==> src/rtl/dof_operand_stage_pkg.sv <==
// Shared constants and operand-source encoding for the DOF operand stage.
// Optional WB bypass is selected with the DOF_WB_BYPASS_EN macro.
package dof_operand_stage_pkg;

    localparam int DATA_W_DEF = 32;
    localparam int ADDR_W_DEF = 5;

    // R0 always reads as zero and is never a real forwarding target.
    localparam logic [ADDR_W_DEF-1:0] REG_ZERO = '0;

    typedef enum logic [2:0] {
        SRC_ZERO = 3'd0,
        SRC_EX   = 3'd1,
        SRC_WB   = 3'd2,
        SRC_RF   = 3'd3,
        SRC_IMM  = 3'd4
    } src_sel_e;

endpackage

==> src/rtl/dof_operand_stage_fwd_mux.sv <==
// Per-operand source select: immediate, R0, EX forward, optional WB bypass, register file.
// WB bypass ports and path exist only when DOF_WB_BYPASS_EN is defined.
module dof_operand_stage_fwd_mux
    import dof_operand_stage_pkg::*;
#(
    parameter int DATA_W = DATA_W_DEF,
    parameter int ADDR_W = ADDR_W_DEF
) (
    input  logic [ADDR_W-1:0] addr,
    input  logic              use_imm,
    input  logic [DATA_W-1:0] imm,
    input  logic [DATA_W-1:0] rf_data,
    input  logic              ex_valid,
    input  logic              ex_rw,
    input  logic              ex_mr,
    input  logic [ADDR_W-1:0] ex_da,
    input  logic [DATA_W-1:0] ex_result,
`ifdef DOF_WB_BYPASS_EN
    input  logic              wb_rw,
    input  logic [ADDR_W-1:0] wb_da,
    input  logic [DATA_W-1:0] wb_data,
`endif
    output logic [DATA_W-1:0] operand
);

    src_sel_e sel;

    // A load in EX has no result yet, so it is never a forwarding source.
    always_comb begin
        sel = SRC_RF;
        if (use_imm) begin
            sel = SRC_IMM;
        end else if (addr == ADDR_W'(REG_ZERO)) begin
            sel = SRC_ZERO;
        end else if (ex_valid && ex_rw && !ex_mr && (ex_da == addr)) begin
            sel = SRC_EX;
        end
`ifdef DOF_WB_BYPASS_EN
        else if (wb_rw && (wb_da == addr)) begin
            sel = SRC_WB;
        end
`endif
    end

    always_comb begin
        operand = '0;
        case (sel)
            SRC_ZERO: operand = '0;
            SRC_EX:   operand = ex_result;
`ifdef DOF_WB_BYPASS_EN
            SRC_WB:   operand = wb_data;
`endif
            SRC_RF:   operand = rf_data;
            SRC_IMM:  operand = imm;
            default:  operand = '0;
        endcase
    end

endmodule

==> src/rtl/dof_operand_stage.sv <==
// DOF stage: register-file read, EX/WB forwarding, hazard stall and DOF/EX pipeline register.
// Define DOF_WB_BYPASS_EN to forward WB data instead of stalling on a WB match.
module dof_operand_stage
    import dof_operand_stage_pkg::*;
#(
    parameter int DATA_W      = DATA_W_DEF,
    parameter int ADDR_W      = ADDR_W_DEF,
    parameter int STALL_CNT_W = 16
) (
    input  logic                   clk,
    input  logic                   rst,
    input  logic                   in_valid,
    output logic                   in_ready,
    input  logic [ADDR_W-1:0]      in_aa,
    input  logic [ADDR_W-1:0]      in_ba,
    input  logic [ADDR_W-1:0]      in_da,
    input  logic                   in_rw,
    input  logic                   in_mr,
    input  logic                   in_use_imm,
    input  logic [DATA_W-1:0]      in_imm,
    output logic [ADDR_W-1:0]      rf_a_addr,
    output logic [ADDR_W-1:0]      rf_b_addr,
    input  logic [DATA_W-1:0]      rf_a_data,
    input  logic [DATA_W-1:0]      rf_b_data,
    input  logic                   ex_valid,
    input  logic                   ex_rw,
    input  logic                   ex_mr,
    input  logic [ADDR_W-1:0]      ex_da,
    input  logic [DATA_W-1:0]      ex_result,
    input  logic                   wb_rw,
    input  logic [ADDR_W-1:0]      wb_da,
    input  logic [DATA_W-1:0]      wb_data,
    input  logic                   flush,
    output logic                   out_valid,
    input  logic                   out_ready,
    output logic [DATA_W-1:0]      out_a,
    output logic [DATA_W-1:0]      out_b,
    output logic [ADDR_W-1:0]      out_da,
    output logic                   out_rw,
    output logic                   out_mr,
    output logic [STALL_CNT_W-1:0] stall_cnt
);

    localparam logic [STALL_CNT_W-1:0] STALL_MAX = '1;

    logic              hazard_ld;
    logic              hazard_wb;
    logic              slot_free;
    logic              accept;
    logic              b_used;
    logic [DATA_W-1:0] a_operand;
    logic [DATA_W-1:0] b_operand;

    assign rf_a_addr = in_aa;
    assign rf_b_addr = in_ba;
    assign b_used    = !in_use_imm;

    assign hazard_ld = in_valid && ex_valid && ex_rw && ex_mr && (ex_da != ADDR_W'(REG_ZERO))
                       && ((ex_da == in_aa) || (b_used && (ex_da == in_ba)));

`ifdef DOF_WB_BYPASS_EN
    assign hazard_wb = 1'b0;
`else
    // The register file commits WB on the same edge, so a reader waits one cycle.
    assign hazard_wb = in_valid && wb_rw && (wb_da != ADDR_W'(REG_ZERO))
                       && ((wb_da == in_aa) || (b_used && (wb_da == in_ba)));

    logic unused_wb_data;
    assign unused_wb_data = ^wb_data;
`endif

    // Handshake: a transfer happens on a rising edge where valid && ready are both high;
    // in_ready may depend on in_valid (hazards), out_valid never depends on out_ready.
    assign slot_free = !out_valid || out_ready;
    assign in_ready  = rst && !hazard_ld && !hazard_wb && slot_free;
    assign accept    = in_valid && in_ready;

    dof_operand_stage_fwd_mux #(
        .DATA_W (DATA_W),
        .ADDR_W (ADDR_W)
    ) u_fwd_a (
        .addr      (in_aa),
        .use_imm   (1'b0),
        .imm       ('0),
        .rf_data   (rf_a_data),
        .ex_valid  (ex_valid),
        .ex_rw     (ex_rw),
        .ex_mr     (ex_mr),
        .ex_da     (ex_da),
        .ex_result (ex_result),
`ifdef DOF_WB_BYPASS_EN
        .wb_rw     (wb_rw),
        .wb_da     (wb_da),
        .wb_data   (wb_data),
`endif
        .operand   (a_operand)
    );

    dof_operand_stage_fwd_mux #(
        .DATA_W (DATA_W),
        .ADDR_W (ADDR_W)
    ) u_fwd_b (
        .addr      (in_ba),
        .use_imm   (in_use_imm),
        .imm       (in_imm),
        .rf_data   (rf_b_data),
        .ex_valid  (ex_valid),
        .ex_rw     (ex_rw),
        .ex_mr     (ex_mr),
        .ex_da     (ex_da),
        .ex_result (ex_result),
`ifdef DOF_WB_BYPASS_EN
        .wb_rw     (wb_rw),
        .wb_da     (wb_da),
        .wb_data   (wb_data),
`endif
        .operand   (b_operand)
    );

    // Flush wins over capture, hold and bubble; payload is left untouched when not capturing.
    always_ff @(posedge clk) begin
        if (!rst) begin
            out_valid <= 1'b0;
            out_a     <= '0;
            out_b     <= '0;
            out_da    <= '0;
            out_rw    <= 1'b0;
            out_mr    <= 1'b0;
            stall_cnt <= '0;
        end else begin
            if (flush) begin
                out_valid <= 1'b0;
            end else if (accept) begin
                out_valid <= 1'b1;
                out_a     <= a_operand;
                out_b     <= b_operand;
                out_da    <= in_da;
                out_rw    <= in_rw;
                out_mr    <= in_mr;
            end else if (slot_free) begin
                out_valid <= 1'b0;
            end

            if (in_valid && !in_ready && !flush && (stall_cnt != STALL_MAX)) begin
                stall_cnt <= stall_cnt + STALL_CNT_W'(1);
            end
        end
    end

endmodule

==> config.mk <==
export PLATFORM = sky130hd
export DESIGN_NAME = dof_operand_stage
export DESIGN_NICKNAME = d
export VERILOG_FILES = /design/src/rtl/dof_operand_stage_pkg.sv /design/src/rtl/dof_operand_stage_fwd_mux.sv /design/src/rtl/dof_operand_stage.sv
export SDC_FILE = /design/constraint.sdc
export NUM_CORES = 1
export LEC_CHECK = 0
export ABC_AREA = 1
export CAP_MARGIN = 25
export CORE_ASPECT_RATIO = 0.8
export CORE_MARGIN = 1
export CORE_UTILIZATION = 43
export DETAILED_ROUTE_END_ITERATION = 10
export GPL_ROUTABILITY_DRIVEN = 0
export PLACE_DENSITY = 0.95
export SYNTH_ARGS = -nofsm -noshare
export SYNTH_HDL_FRONTEND = slang
export SYNTH_SLANG_ARGS = --single-unit
==> constraint.sdc <==
create_clock -name clk -period 3.9 [get_ports clk]
set_clock_uncertainty 0.05 [all_clocks]
set_input_delay 0.78 -clock clk [delete_from_list [all_inputs] [get_ports clk]]
set_output_delay 0.78 -clock clk [all_outputs]
set_load 0.1 [all_outputs]
Yosys cells after proc, flatten, opt, wreduce, memory -nomap -nowiden --
Cells that the tools add are included.
Storage, ports and cells: bits in writable memories 0, word-level logic and storage cells 67, register bits after elaboration 88, bits in latches 0, input port bits 197, memory bits (read-only) 0, memories 0
Operators by class: bitwise logic cells 2, multipliers 0, order comparisons 0, multiplexer cells 9, add/subtract/negate cells 1, shift operators 0, divide/modulo/power cells 0, eq/ne operators 10, reductions and logical operators 38
Operators by type and width (number):
- $pmux 32 s3 | 1
- $pmux 32 s2 | 1
- $logic_and 1x1->1 | 21
- $eq 5x5->1 | 4
- $add 16x1->16 const B | 1
- $ne 16x16->1 const B | 1
- $logic_not 5->1 | 2
- $reduce_bool 5->1 | 2
- $mux 3 | 3
- $logic_not 1->1 | 7
- $eq 3x1->1 const B | 2
- $eq 3x2->1 const B | 2
- $mux 2 | 2
- $eq 3x3->1 const B | 1
- $logic_or 1x1->1 | 3
- $mux 1 | 2
- $not 1->1 | 2
- $reduce_and 2->1 | 1
- $reduce_bool 2->1 | 1
- $reduce_or 2->1 | 1

Logic depth before layout (Yosys ltp) --
depth after elaboration 13, depth in mapped cells 13, mapped depth without buffers 12

Hierarchy --
From an unflattened synthesis, not the netlist that was laid out.
Second synthesis, totals: cells, all modules 1124, area total of the unflattened synthesis 6627.6 µm²
By module, submodules not included:
- dof_operand_stage | area an instance 4503.1 µm², seq. area each 1761.7 µm², cells an instance 760, instances 1
- dof_operand_stage_fwd_mux | area an instance 1062.3 µm², seq. area each 0.0 µm², cells an instance 182, instances 2

Worst setup path before layout --
Ideal clock, no wire load.
kind input to output, start point in in_use_imm, end point out in_ready, path slack 1098 ps, arrival time 1972 ps, stages 10, path buffers 2, path through buf_2 > inv_2 > nand2_1 > nor2_1 > nand3_1 > nand2_1 > a21oi_2 > nand2_1 > inv_2 > buf_2
Between the ends: cells in the longest elaborated chain, start to end 8, elaborated cells between the ends (all ways) 12
Ends and longest elaborated chain:
- from (decl) | RTL line dof_operand_stage.sv:19 | input logic in_use_imm,
- $logic_not 1->1 (*) | RTL line dof_operand_stage.sv:56 | assign b_used = !in_use_imm;
- $logic_and 1x1->1 | RTL line dof_operand_stage.sv:59 | && ((ex_da == in_aa) || (b_used && (ex_da == in_ba)));
- $logic_or 1x1->1 | RTL line dof_operand_stage.sv:59
- $logic_and 1x1->1 | RTL line dof_operand_stage.sv:59
- $logic_not 1->1 | RTL line dof_operand_stage.sv:75 | assign in_ready = rst && !hazard_ld && !hazard_wb && slot_free;
- $logic_and 1x1->1 | RTL line dof_operand_stage.sv:75
- $logic_and 1x1->1 (*) (2 in series) | RTL line dof_operand_stage.sv:75
- to (decl) | RTL line dof_operand_stage.sv:13 | output logic in_ready,
Every way passes the cells marked *; elsewhere a longest branch is shown, timed or not.

Final worst setup path --
start point in in_aa[0], end point out in_ready
Between the ends: cells in the longest elaborated chain, start to end 7, elaborated cells between the ends (all ways) 11
Ends and longest elaborated chain:
- from (decl) | RTL line dof_operand_stage.sv:14 | input logic [ADDR_W-1:0] in_aa,
- $eq 5x5->1 | RTL line dof_operand_stage.sv:59
- $logic_or 1x1->1 | RTL line dof_operand_stage.sv:59
- $logic_and 1x1->1 | RTL line dof_operand_stage.sv:59
- $logic_not 1->1 | RTL line dof_operand_stage.sv:75
- $logic_and 1x1->1 | RTL line dof_operand_stage.sv:75
- $logic_and 1x1->1 (*) (2 in series) | RTL line dof_operand_stage.sv:75
Marked as above.

==> impl_metrics.ini <==
[run_status]
status = finished, final reports clean

[timing]
tightest_slew_ps = 1035
setup_viol = 0
fin_crit_ps = 3243
post-route-period-util = 0.8315
timing.final.ws_setup_ps = 657.1
rsz0062_at_grt = false
timing.fmax_mhz = 308.4
setup_tns_ps = 0
finalHoldViolCount = 0
slew_headroom = 0.3080
drv_slew = 0

[placement]
port_buffers = 263
placed_area_mm2 = 0.008182
dp_hpwl_mm = 16.41
preCtsSetupSlack_ps = 686.8

[layout]
seqCellArea_mm2 = 0.001762
final_area_mm2 = 0.008493
nNetsFinal = 1353
multiInputGateArea_mm2 = 0.002942
area_growth_pct = 52.51
num-fill-cells = 1060
drive_gt1_frac = 0.04655

[detailed_routing]
via_count = 7023
wire_per_inst_um = 16.09
drc = 0
vias_per_cell = 5.273
wirelength_mm = 21.43
drtIter0Drc = 829
antenna_left = 0
drtPass1Iterations = 6

[hold_path]
hold_class = reg2reg
hold_start = out_b[19]$_SDFFE_PN0P_

[cts]
cts_tree = yes
cts_root_buf = clkbuf_16
clkTransAtPathRegs_ps = 60
clock-sinks = 88
h-tree-depth = 3
cts_buffers = 9
insertion_delay_ps = 330
cts_setup_buffers = 0
holdBufCountCts = 0
cts_max_path_buffers = 2
postCtsResizedCells = 0

[global_routing]
antenna_found_initial = 1
grt.busiest_layer = met2
grt_usage = 0.3193
grtUsageMet1 = 0.4301
grt_start_max_net_pins = 70
grtUsageMet3 = 0.08419
overflow = 0
grt_pass1_wl_mm = 33.62
gr-usage-met2 = 0.4846
grt_pass1_vias = 6438

[floorplanning]
die_area_mm2 = 0.01341
rows = 36
ios = 296
initial_core_util = 0.4496
die_height_um = 103.8
core_area_mm2 = 0.01239
die-width_um = 129.2

[synth]
ys.warnings.count = 0
syn_area_per_cell_um2 = 5.937
yosysSeqAreaShare = 0.3163
ys_top_cells_by_area = dfxtp_1 (32%), nand2_1 (16%), nand3_1 (15%)
synth_cells = 938
syn-num-nets = 1136
netlist.top_cell.by_area = dfxtp_1
ys_ff_latch = 88
synth_cell_types = 26
yosysTopAreaCellShare = 0.3163
syn_area_mm2 = 0.005569

[worst_setup_path]
setup.worst_path.start_class = primary input
crit_family = buffers and inverters
worstPathRequired_ps = 3070
r2r_start = stall_cnt[0]$_SDFFE_PN0P_
crit_chain = clkdlybuf4s50_1, inv_1, nand2_1, nand2_1, a21oi_1, nand3_1, nand2_1, nand2_1, nand2_1, inv_2, buf_12
path_buf_inv = 4
arrival_ps = 2410
cp_max_fo = 4
critPathKind = in2out
critPathMaxStageDelay_ps = 550
crit_slowest_cell = clkdlybuf4s50_1
cp-startpoint = in_aa[0]
end_kind = output pin
cp_common_cell = nand2_1

[pwr]
p_seq_frac = 0.355
p_comb_frac = 0.312
powerDensity_mw_per_mm2 = 315.3
ir_worst_vdd_mv = 0.2773
p_leak_nw = 3.769
clockPowerShare = 0.333
p_sw_frac = 0.3430
p_int_w = 0.001760
p_switching_w = 0.0009186

[flow_run]
max_cap_viol_count = 0
## cells by family after synthesis
family / Yosys count / share of synthesized area
AO/OA/AOI/OAI: 79 / 0.07257
XOR/XNOR: 6 / 0.009436
adder cells (fa/ha/maj): 1 / 0.002246
buffers and inverters: 208 / 0.1586
flip-flops: 88 / 0.3163
AND/OR/NAND/NOR: 556 / 0.4408
## worst reg2reg max path, stage by stage, from the launching register on
cell     delay (ps)
dfxtp_1         400
ha_1            210
nand2_1          70
inv_1            80
nand2_1         100
nor2_1          140
nand3_1         350
nand2_1         260
nor2_1           80
nand3_1          90
nand2_1          80
inv_1            50
nor2_1           30
## per-stage QoR
step / hold slack, ps / total power [W] / cells / util
floorplan: 854.2 / 0.001482 / 938 / -
global placement: 400.7 / 0.001784 / 1315 / 0.6605
detailed placement: 404.7 / 0.001798 / 1315 / 0.6605
CTS: 414.6 / 0.002689 / 1331 / 0.6855
global route: 437.4 / 0.002784 / 1332 / 0.6857
finish: 412.3 / 0.002678 / 1332 / 0.6857
## layout make-up
type | instances | share of cell area
multi-input cells | 642 | 0.3463
repair buffers | 279 | 0.3247
flip-flops and latches | 88 | 0.2074
inverters | 135 | 0.05966
clock buffers | 12 | 0.03020
well taps | 171 | 0.02519
clock inverters | 4 | 0.006187
diodes | 1 | 0.0002946
## power by group through the flow
stage	Sequential, W	Clock [W]	Combinational (W)
after detailed placement	0.000970	0	0.000828
final	0.000950	0.000893	0.000835
after CTS	0.000950	0.000909	0.000830
after global placement	0.000969	0	0.000815
after floorplan	0.00121	0	0.000273
after global routing	0.000954	0.000949	0.000881
## state kept, by name (all words and copies together) (netlist names)
register   cells
out_a         32
out_rw         1
out_mr         1
out_b         32
stall_cnt     16
out_valid      1
out_da         5
## synthesized netlist by cell type
cell type and number:
inv_1 130, nand2_1 232, a21oi_1 43, xnor2_1 5
inv_2 4, dfxtp_1 88, nor4_1 1, o211ai_1 1
nor2_2 1, nand3b_1 1, a21oi_2 1, nand3_2 2
or2_2 1, xor2_1 1, o21ai_0 33, buf_2 25
nor2_1 96, clkbuf_1 30, nand3_1 163, buf_6 1
a21boi_0 1, clkinv_1 1, ha_1 1, buf_4 17
nand4_1 53, nor3_1 6
## layout by cell type, fill, tap and decap left out, types with 2 or more instances in the layout
cell and n:
nand2_1 232, nor2_1 94, clkdlybuf4s50_1 251, buf_12 3, nand4_1 53, clkinvlp_4 3
nor3_1 6, clkbuf_8 2, xnor2_1 5, o21ai_0 33, nand3_1 163, inv_2 4
a21oi_1 43, inv_1 130, buf_4 24, dfxtp_1 88, clkbuf_16 9, nor2_2 2
## routing by layer
layer,wire length [µm],vias up,part of all wire
met5,0,-,0
met4,710,0,0.033
met3,2145,52,0.10
met2,9526,359,0.44
met1,9045,3192,0.42
li1,-,3420,-
## worst paths after layout
kind                                endpoint  slack [ps]  depth (start not counted)
hold / removal        out_b[19]$_SDFFE_PN0P_         410                          2
hold reg to reg       out_b[19]$_SDFFE_PN0P_         410                          2
setup / recovery                    in_ready         660                         11
setup reg to reg  stall_cnt[13]$_SDFFE_PN0P_        1790                         12
No activity file was read; power rests on OpenSTA's default activity.
